===== src/rtl/calc_entry_seq.sv =====
// Calculator entry sequencer: conditions enter/clear pushbuttons and steps A -> B -> OP -> RESULT.
// Define CALC_ENTRY_TIMEOUT_EN to auto-clear after TIMEOUT_CYCLES idle cycles in RESULT.
module calc_entry_seq #(
    parameter int unsigned SYNC_STAGES     = 2,
    parameter int unsigned DEBOUNCE_CYCLES = 1_000_000,
    parameter int unsigned TIMEOUT_CYCLES  = 500_000_000
) (
    input  logic       clk,
    input  logic       rst,
    input  logic       btn_enter,
    input  logic       btn_clear,
    output logic       load_a,
    output logic       load_b,
    output logic       load_op,
    output logic       clr_regs,
    output logic [1:0] state_o,
    output logic       result_valid
);

    localparam int unsigned DW = $clog2(DEBOUNCE_CYCLES + 1);

    typedef enum logic [1:0] {
        S_A   = 2'b00,
        S_B   = 2'b01,
        S_OP  = 2'b10,
        S_RES = 2'b11
    } state_t;

    // Index 0 is enter, index 1 is clear
    logic [1:0]             raw;
    logic [SYNC_STAGES-1:0] sync_q [2];
    logic [DW-1:0]          db_cnt [2];
    logic [1:0]             stable_q;
    logic [1:0]             stable_d;
    logic [1:0]             press_q;

    assign raw = {btn_clear, btn_enter};

    always_ff @(posedge clk) begin
        if (rst) begin
            for (int unsigned i = 0; i < 2; i++) begin
                sync_q[i] <= '0;
                db_cnt[i] <= '0;
            end
            stable_q <= '0;
            stable_d <= '0;
            press_q  <= '0;
        end else begin
            for (int unsigned i = 0; i < 2; i++) begin
                sync_q[i] <= {sync_q[i][SYNC_STAGES-2:0], raw[i]};
                if (sync_q[i][SYNC_STAGES-1] == stable_q[i]) begin
                    db_cnt[i] <= '0;
                end else if (db_cnt[i] == DW'(DEBOUNCE_CYCLES - 1)) begin
                    db_cnt[i]   <= '0;
                    stable_q[i] <= ~stable_q[i];
                end else begin
                    db_cnt[i] <= db_cnt[i] + 1'b1;
                end
            end
            stable_d <= stable_q;
            press_q  <= stable_q & ~stable_d;
        end
    end

    logic   enter_ev;
    logic   clear_ev;
    state_t state;
    state_t state_nx;
    logic   load_a_nx;
    logic   load_b_nx;
    logic   load_op_nx;
    logic   clr_nx;

    assign enter_ev = press_q[0];
    assign clear_ev = press_q[1];

`ifdef CALC_ENTRY_TIMEOUT_EN
    localparam int unsigned TW = $clog2(TIMEOUT_CYCLES + 1);
    logic [TW-1:0] tmo_cnt;

    always_ff @(posedge clk) begin
        if (rst || state != S_RES || enter_ev || clear_ev) begin
            tmo_cnt <= '0;
        end else begin
            tmo_cnt <= tmo_cnt + 1'b1;
        end
    end
`endif

    always_comb begin
        state_nx   = state;
        load_a_nx  = 1'b0;
        load_b_nx  = 1'b0;
        load_op_nx = 1'b0;
        clr_nx     = 1'b0;
        if (clear_ev) begin
            clr_nx   = 1'b1;
            state_nx = S_A;
        end else if (enter_ev) begin
            case (state)
                S_A: begin
                    load_a_nx = 1'b1;
                    state_nx  = S_B;
                end
                S_B: begin
                    load_b_nx = 1'b1;
                    state_nx  = S_OP;
                end
                S_OP: begin
                    load_op_nx = 1'b1;
                    state_nx   = S_RES;
                end
                S_RES: begin
                    clr_nx   = 1'b1;
                    state_nx = S_A;
                end
            endcase
        end
`ifdef CALC_ENTRY_TIMEOUT_EN
        else if (state == S_RES && tmo_cnt == TW'(TIMEOUT_CYCLES - 1)) begin
            clr_nx   = 1'b1;
            state_nx = S_A;
        end
`endif
    end

    always_ff @(posedge clk) begin
        if (rst) begin
            state        <= S_A;
            load_a       <= 1'b0;
            load_b       <= 1'b0;
            load_op      <= 1'b0;
            clr_regs     <= 1'b0;
            result_valid <= 1'b0;
        end else begin
            state        <= state_nx;
            load_a       <= load_a_nx;
            load_b       <= load_b_nx;
            load_op      <= load_op_nx;
            clr_regs     <= clr_nx;
            result_valid <= (state_nx == S_RES);
        end
    end

    assign state_o = state;

endmodule

===== config.mk =====
export PLATFORM = sky130hd
export DESIGN_NAME = calc_entry_seq
export DESIGN_NICKNAME = d
export VERILOG_FILES = /design/src/rtl/calc_entry_seq.sv
export SDC_FILE = /design/constraint.sdc
export NUM_CORES = 1
export LEC_CHECK = 0
export BUFFER_PORTS_ARGS = -buffer_cell sky130_fd_sc_hd__buf_2
export CORE_MARGIN = 2
export CORE_UTILIZATION = 53
export DETAILED_ROUTE_END_ITERATION = 10
export GPL_TIMING_DRIVEN = 0
export PLACE_DENSITY = 0.76
export SYNTH_ARGS = -nofsm -noshare
export SYNTH_HDL_FRONTEND = slang
export SYNTH_SLANG_ARGS = --single-unit

===== constraint.sdc =====
create_clock -name clk -period 4.21 [get_ports clk]
set_clock_uncertainty 0.15 [all_clocks]
set_input_delay 0.842 -clock clk [delete_from_list [all_inputs] [get_ports clk]]
set_output_delay 0.842 -clock clk [all_outputs]
set_load 0.005 [all_outputs]

==> results.py, run 1 <==
metrics = {
    "clock_network": {
        "cts.clk_slew.worst_paths_ns": 0.07,
        "clock_path_buffers": 2,
        "numCtsBuffers": 9,
        "hold_buffers": 0,
        "cts_resized": 0,
        "clock_sinks": 57,
        "post_cts_buffers": 0,
        "cts_tree": "built",
        "root_buffer": "clkbuf_8",
        "insertion_delay_ns": 0.34,
        "htreeDepth": 3,
    },
    "layout": {
        "nFillCells": 443,
        "layout-drive-gt1-share_pct": 11.2,
        "finalNetCount": 336,
        "n_antenna_cell": 0,
        "stdcell_area_um2": 3270,
        "utilization_pct": 64.1,
        "syn2layout_area_growth_pct": 16.3,
    },
    "routing": {
        "first_iter_violations": 92,
        "wl_met3_um": 120,
        "highest_layer": "met4",
        "drcViolationCount": 0,
        "num_vias": 1993,
        "dr.pass1.iters": 4,
        "ant_nets": 0,
        "wl_met2_um": 2380,
        "wl_per_cell_um": 11.9,
        "vias_per_cell": 4.97,
        "met1_length_um": 2170,
        "routed_wl_um": 4760,
    },
    "die": {
        "die-area_um2": 5910,
        "core_area_um2": 5110,
        "chipHeight_um": 76.9,
        "pin_count": 11,
        "die_w_um": 76.9,
        "start_util_pct": 55.1,
        "core.rowCount": 26,
    },
    "synth": {
        "synth_cells": 266,
        "synthArstFlopShare_pct": 0,
        "synth.most_common_cell": "edfxtp_1",
        "synth_top_area_cell": "edfxtp_1",
        "synth_cell_types": 34,
        "ys_warn_count": 0,
        "postSynthAreaPerCell_um2": 10.6,
        "synthTopCellsByArea": "edfxtp_1 43%, dfxtp_1 12%, xnor2_1 5.6%",
        "synth_ff_type": "edfxtp_1",
        "synth.top_cell.area_share_pct": 42.7,
        "ys_top_cells_by_count": "40 x edfxtp_1, 34 x nor2_1, 18 x xnor2_1",
        "synth_area_um2": 2820,
        "ys_seq_elements": 57,
        "yosysSeqAreaShare_pct": 54.8,
        "synth_edf_count": 40,
    },
    "timing": {
        "period_share_pct": 60.1,
        "slew_viol_final": 0,
        "hold_viol": 0,
        "finalSetupTns_ns": 0,
        "worstMarginPinSlew_ns": 0.487,
        "fmax_ghz": 0.395,
        "setup_viol": 0,
        "rsz0062_at_grt": "false",
        "holdWs_ns": 0.231,
        "min_period_ns": 2.53,
        "maxSlewHeadroom_pct": 67.2,
    },
    "setup_path": {
        "slowest_stage": "or4_4",
        "startpoint_type": "register",
        "path_cells": "or4_1 -> or4_4 -> o21ai_4 -> buf_6 -> nor2_1",
        "critical_path_buf_inv_count": 1,
        "r2r_end": "db_cnt[0][7]$_SDFFCE_PN0P_",
        "rrSetupSlack_ns": 1.68,
        "crit_type": "register to register",
        "crit_arrival_ns": 2.47,
        "path_max_fanout": 10,
        "endpoint_kind": "register",
        "critical_path.top_delay_family": "simple AND/OR/NAND/NOR gates",
        "worstReg2RegStart": "db_cnt[0][7]$_SDFFCE_PN0P_",
        "cp.required_ns": 4.15,
        "reg2regPathDepth": 5,
        "cpPeakStageDelay_ns": 0.56,
    },
    "outcome": {
        "status": "completed",
    },
    "power_and_ir_drop": {
        "leakagePower_nw": 1.16,
        "ir_drop_mv": 0.195,
        "p_sw_share_pct": 24.9,
        "p_switching_uw": 283,
        "clkPwrFrac_pct": 40.3,
        "combPwrFrac_pct": 3.7,
        "power.density_nw_per_um2": 347,
        "seqPwrFrac_pct": 56.1,
        "p_int_uw": 852,
    },
    "grt": {
        "grt_pass1_vias": 1953,
        "antenna_found_initial": 0,
        "grt_pass1_wl_um": 8380,
        "grt_overflow": 0,
        "grtUsageTotal_pct": 18.0,
        "grt_max_degree": 13,
    },
    "flow_run": {
        "maxCapViolCount": 0,
    },
    "hold_path": {
        "hp-class": "register to register",
        "holdPathEnd": "press_q[1]$_SDFF_PP0_",
        "hold_start": "stable_d[1]$_SDFF_PP0_",
        "hold_depth": 1,
    },
    "placement": {
        "placed_area_um2": 3100,
        "io_buffer_count": 10,
        "gp_congestion": 0.800,
        "dp_hpwl_um": 3350,
    },
}
[cell usage in the layout, fill, tap and decap left out, types with 2 or more instances in the layout]
cell type,synthesis,layout
a21oi_1,13,13
and3_1,5,5
buf_2,0,10
buf_6,2,2
clkbuf_1,6,6
clkbuf_8,0,9
conb_1,1,40
dfxtp_1,17,17
edfxtp_1,40,40
ha_1,6,6
inv_1,12,12
inv_4,0,3
inv_6,0,2
nand2_1,13,13
nand3_1,13,13
nand4_1,8,8
nor2_1,34,34
nor2b_1,8,8
nor3_1,11,11
nor4_1,5,5
o21ai_0,8,8
o21ai_4,2,2
o31ai_1,4,4
or2_2,3,3
or3_1,9,9
or4_1,7,7
or4_4,2,2
xnor2_1,18,18
xor2_1,10,10
[logic make-up (layout without fill, tap and decap cells)]
logic type,count (synthesis),in the layout,synth area share (%)
compound gates,29,29,6.58
other cells,1,40,0.133
xor+xnor,28,28,8.71
buf+inv,20,46,3.20
fa+ha+maj,6,6,2.67
simple gates,124,124,23.6
flops,57,57,54.8
mux,1,1,0.356
[cell type report]
type                            count  area (µm²)  area share [%]
Buffer                              8        45.0            1.38
Clock buffer                        9         124            3.78
Clock inverter                      7        50.0            1.53
Inverter                           12        45.0            1.38
Multi-Input combinational cell    228        1330            40.6
Sequential cell                    57        1540            47.1
Tap cell                           70        87.6            2.68
Timing Repair Buffer               10        50.0            1.53
[state kept, by name (all words and copies together), names as in the netlist]
signal	count
clr_regs	1
load_a	1
stable_q	2
db_cnt	40
load_op	1
sync_q	4
press_q	2
result_valid	1
state_o	2
stable_d	2
load_b	1
[worst reg2reg max path: stages (launching register included)]
cell	delay, ns
edfxtp_1	0.51
or4_1	0.51
or4_4	0.56
o21ai_4	0.31
buf_6	0.20
nor2_1	0.05
[metrics by stage]
step | power (mW) | setup slack, ns | cells
final | 1.13 | 1.68 | 401
after global routing | 1.18 | 1.59 | 401
after CTS | 1.15 | 1.67 | 401
after floorplan | 0.676 | 1.90 | 305
after global placement | 0.687 | 1.70 | 385
after detailed placement | 0.689 | 1.69 | 385
[power groups by stage]
stage | combinational [mW] | clock, mW | sequential (mW)
4_1_cts | 0.0409 | 0.471 | 0.636
3_3_place_gp | 0.0397 | 0 | 0.647
6_report | 0.0416 | 0.457 | 0.636
5_1_grt | 0.0486 | 0.490 | 0.639
3_5_place_dp | 0.0403 | 0 | 0.648
2_1_floorplan | 0.0329 | 0 | 0.643
[per-layer routing]
layer  vias up  global-route usage [%]
li1       1040                       -
met1       928                    20.8
met2        17                    30.9
met3         8                    4.59
met4         0                    9.27
met5         -                       0
[how the worst max path moves through the flow]
stage,start,end,slack (ns),cells after the start
2_1_floorplan,db_cnt[0][7]$_SDFFCE_PN0P_,db_cnt[0][10]$_SDFFCE_PN0P_,1.90,5
3_3_place_gp,db_cnt[0][7]$_SDFFCE_PN0P_,db_cnt[0][11]$_SDFFCE_PN0P_,1.70,5
3_5_place_dp,db_cnt[0][7]$_SDFFCE_PN0P_,db_cnt[0][11]$_SDFFCE_PN0P_,1.69,5
4_1_cts,db_cnt[0][7]$_SDFFCE_PN0P_,db_cnt[0][11]$_SDFFCE_PN0P_,1.67,5
5_1_grt,db_cnt[0][7]$_SDFFCE_PN0P_,db_cnt[0][14]$_SDFFCE_PN0P_,1.59,5
6_report,db_cnt[0][7]$_SDFFCE_PN0P_,db_cnt[0][7]$_SDFFCE_PN0P_,1.68,5
Note: power is estimated with default switching activity, not from simulation.
==> run 2, diff against run 1 <==
Settings changed: PLACE_DENSITY 0.76 to 0.79.
Clock period 4.21 ns to 2.1 ns, I/O delays scaled along.
==> results.py, run 2 (synthesis gave the netlist of run 1 again) <==
metrics = {
    "timing": {
        "setup_viol": 40,
        "hold_viol": 0,
        "slew_viol_final": 0,
        "setup_ws_ns": -0.229,
        "rsz0062_at_grt": "true",
        "holdWs_ns": 0.129,
        "min_period_ns": 2.33,
        "fmax_ghz": 0.429,
        "period_share_pct": 111,
    },
    "setup_path": {
        "cp.required_ns": 2.04,
        "startpoint_type": "register",
        "crit_type": "register to register",
        "path_max_fanout": 5,
        "endpoint_kind": "register",
        "rrSetupSlack_ns": -0.23,
        "crit_arrival_ns": 2.27,
    },
    "layout": {
        "nFillCells": 371,
        "final_cell_mix": "40 x edfxtp_1, 40 x conb_1, 19 x nor2_2, 18 x xnor2_1",
        "utilization_pct": 70.9,
        "fin_cells": 426,
        "biggestRegsByFlops": "db_cnt x40, sync_q x4",
        "multi_input_area_um2": 1450,
        "layout-drive-gt1-share_pct": 27.8,
        "regArea_um2": 1540,
        "n_antenna_cell": 0,
        "syn2layout_area_growth_pct": 28.7,
        "finalNetCount": 361,
        "largest_register_ffs": 40,
        "top_register": "db_cnt",
    },
    "grt": {
        "grt_pass1_vias": 2130,
        "grt_overflow": 0,
        "grt_pass1_wl_um": 9240,
        "grtUsageTotal_pct": 20.0,
        "antenna_found_initial": 0,
        "grt_max_degree": 14,
    },
    "clock_network": {
        "clock_path_buffers": 2,
        "insertion_delay_ns": 0.34,
        "root_buffer": "clkbuf_8",
        "cts.clk_slew.worst_paths_ns": 0.08,
        "cts_tree": "built",
        "numCtsBuffers": 9,
        "clock_sinks": 57,
        "htreeDepth": 3,
        "hold_buffers": 0,
    },
    "outcome": {
        "status": "complete, but fails checks",
        "violations": "negative setup slack",
    },
    "routing": {
        "routed_wl_um": 5480,
        "wl_per_cell_um": 12.9,
        "vias_per_cell": 5.04,
        "drcViolationCount": 0,
        "first_iter_violations": 95,
        "ant_nets": 0,
        "dr.pass1.iters": 4,
        "num_vias": 2147,
    },
    "flow_run": {
        "maxCapViolCount": 0,
    },
    "die": {
        "chipHeight_um": 76.9,
        "die_w_um": 76.9,
        "core_area_um2": 5110,
        "start_util_pct": 55.1,
        "pin_count": 11,
        "die-area_um2": 5910,
        "core.rowCount": 26,
    },
    "power_and_ir_drop": {
        "power.density_nw_per_um2": 651,
        "power_mw": 2.36,
        "ir_drop_mv": 0.432,
        "leakagePower_nw": 1.30,
    },
    "placement": {
        "place_ws_ns": -0.327,
        "dp_hpwl_um": 3400,
        "gp_congestion": 0.792,
        "placed_cells": 385,
        "io_buffer_count": 10,
    },
    "hold_path": {
        "hp-class": "input pin to register",
    },
}
[run 2: cell types whose count changed in the layout (fill, tap and decap cells not counted), sizes merged]
cell	previous run	this run
buf	12	37
[run 2: final timing paths]
kind	from	end	cells past startpoint
setup / recovery	db_cnt[0][13]$_SDFFCE_PN0P_	db_cnt[0][8]$_SDFFCE_PN0P_	5
hold / removal	btn_enter	sync_q[0][0]$_SDFF_PP0_	2
setup reg to reg	db_cnt[0][13]$_SDFFCE_PN0P_	db_cnt[0][8]$_SDFFCE_PN0P_	5
hold reg to reg	stable_d[1]$_SDFF_PP0_	press_q[1]$_SDFF_PP0_	1
[run 2: worst max-delay path: stages, from the launching register on]
cell and delay [ns]:
edfxtp_1 0.42, or4_4 0.55, or4_4 0.46, o21ai_4 0.27, buf_6 0.19, nor2_1 0.04
[run 2: area by class of cell]
cell class	count	share of cell area [%]
clock inverter	7	1.69
multi-input combinational	228	40.0
buffer	8	1.28
clock buffer	9	3.42
timing repair buffer	35	7.39
tap	70	2.42
sequential	57	42.5
inverter	12	1.24
[run 2: timing repair]
action                                  4_1_cts  5_1_grt
buffers inserted                             20        3
endpoints found under the hold margin         0        0
pin swaps                                    15        2
endpoints found under the setup margin       40       40
resized for setup                            22       27
gates cloned                                  1        1
[run 2: per-stage QoR]
step | instance area (µm²) | TNS (ns)
floorplan | 2960 | -2.55
global placement | 3100 | -8.39
detailed placement | 3100 | -9.57
finish | 3620 | -6.89
CTS | 3520 | -4.71
global route | 3620 | -8.99
[run 2: power breakdown]
group	total [mW]	switching, mW	internal, mW
clock	0.961	0.509	0.452
sequential	1.27	0.0338	1.24
combinational	0.127	0.0711	0.0557
total	2.36	0.614	1.75
[run 2: per-layer routing]
metal  GRT usage, %  wire, µm  vias up
met3           4.59       172       11
li1               -         -     1091
met5              0         0        -
met1           22.3      2350     1015
met2           35.1      2850       30
met4           11.1       101        0
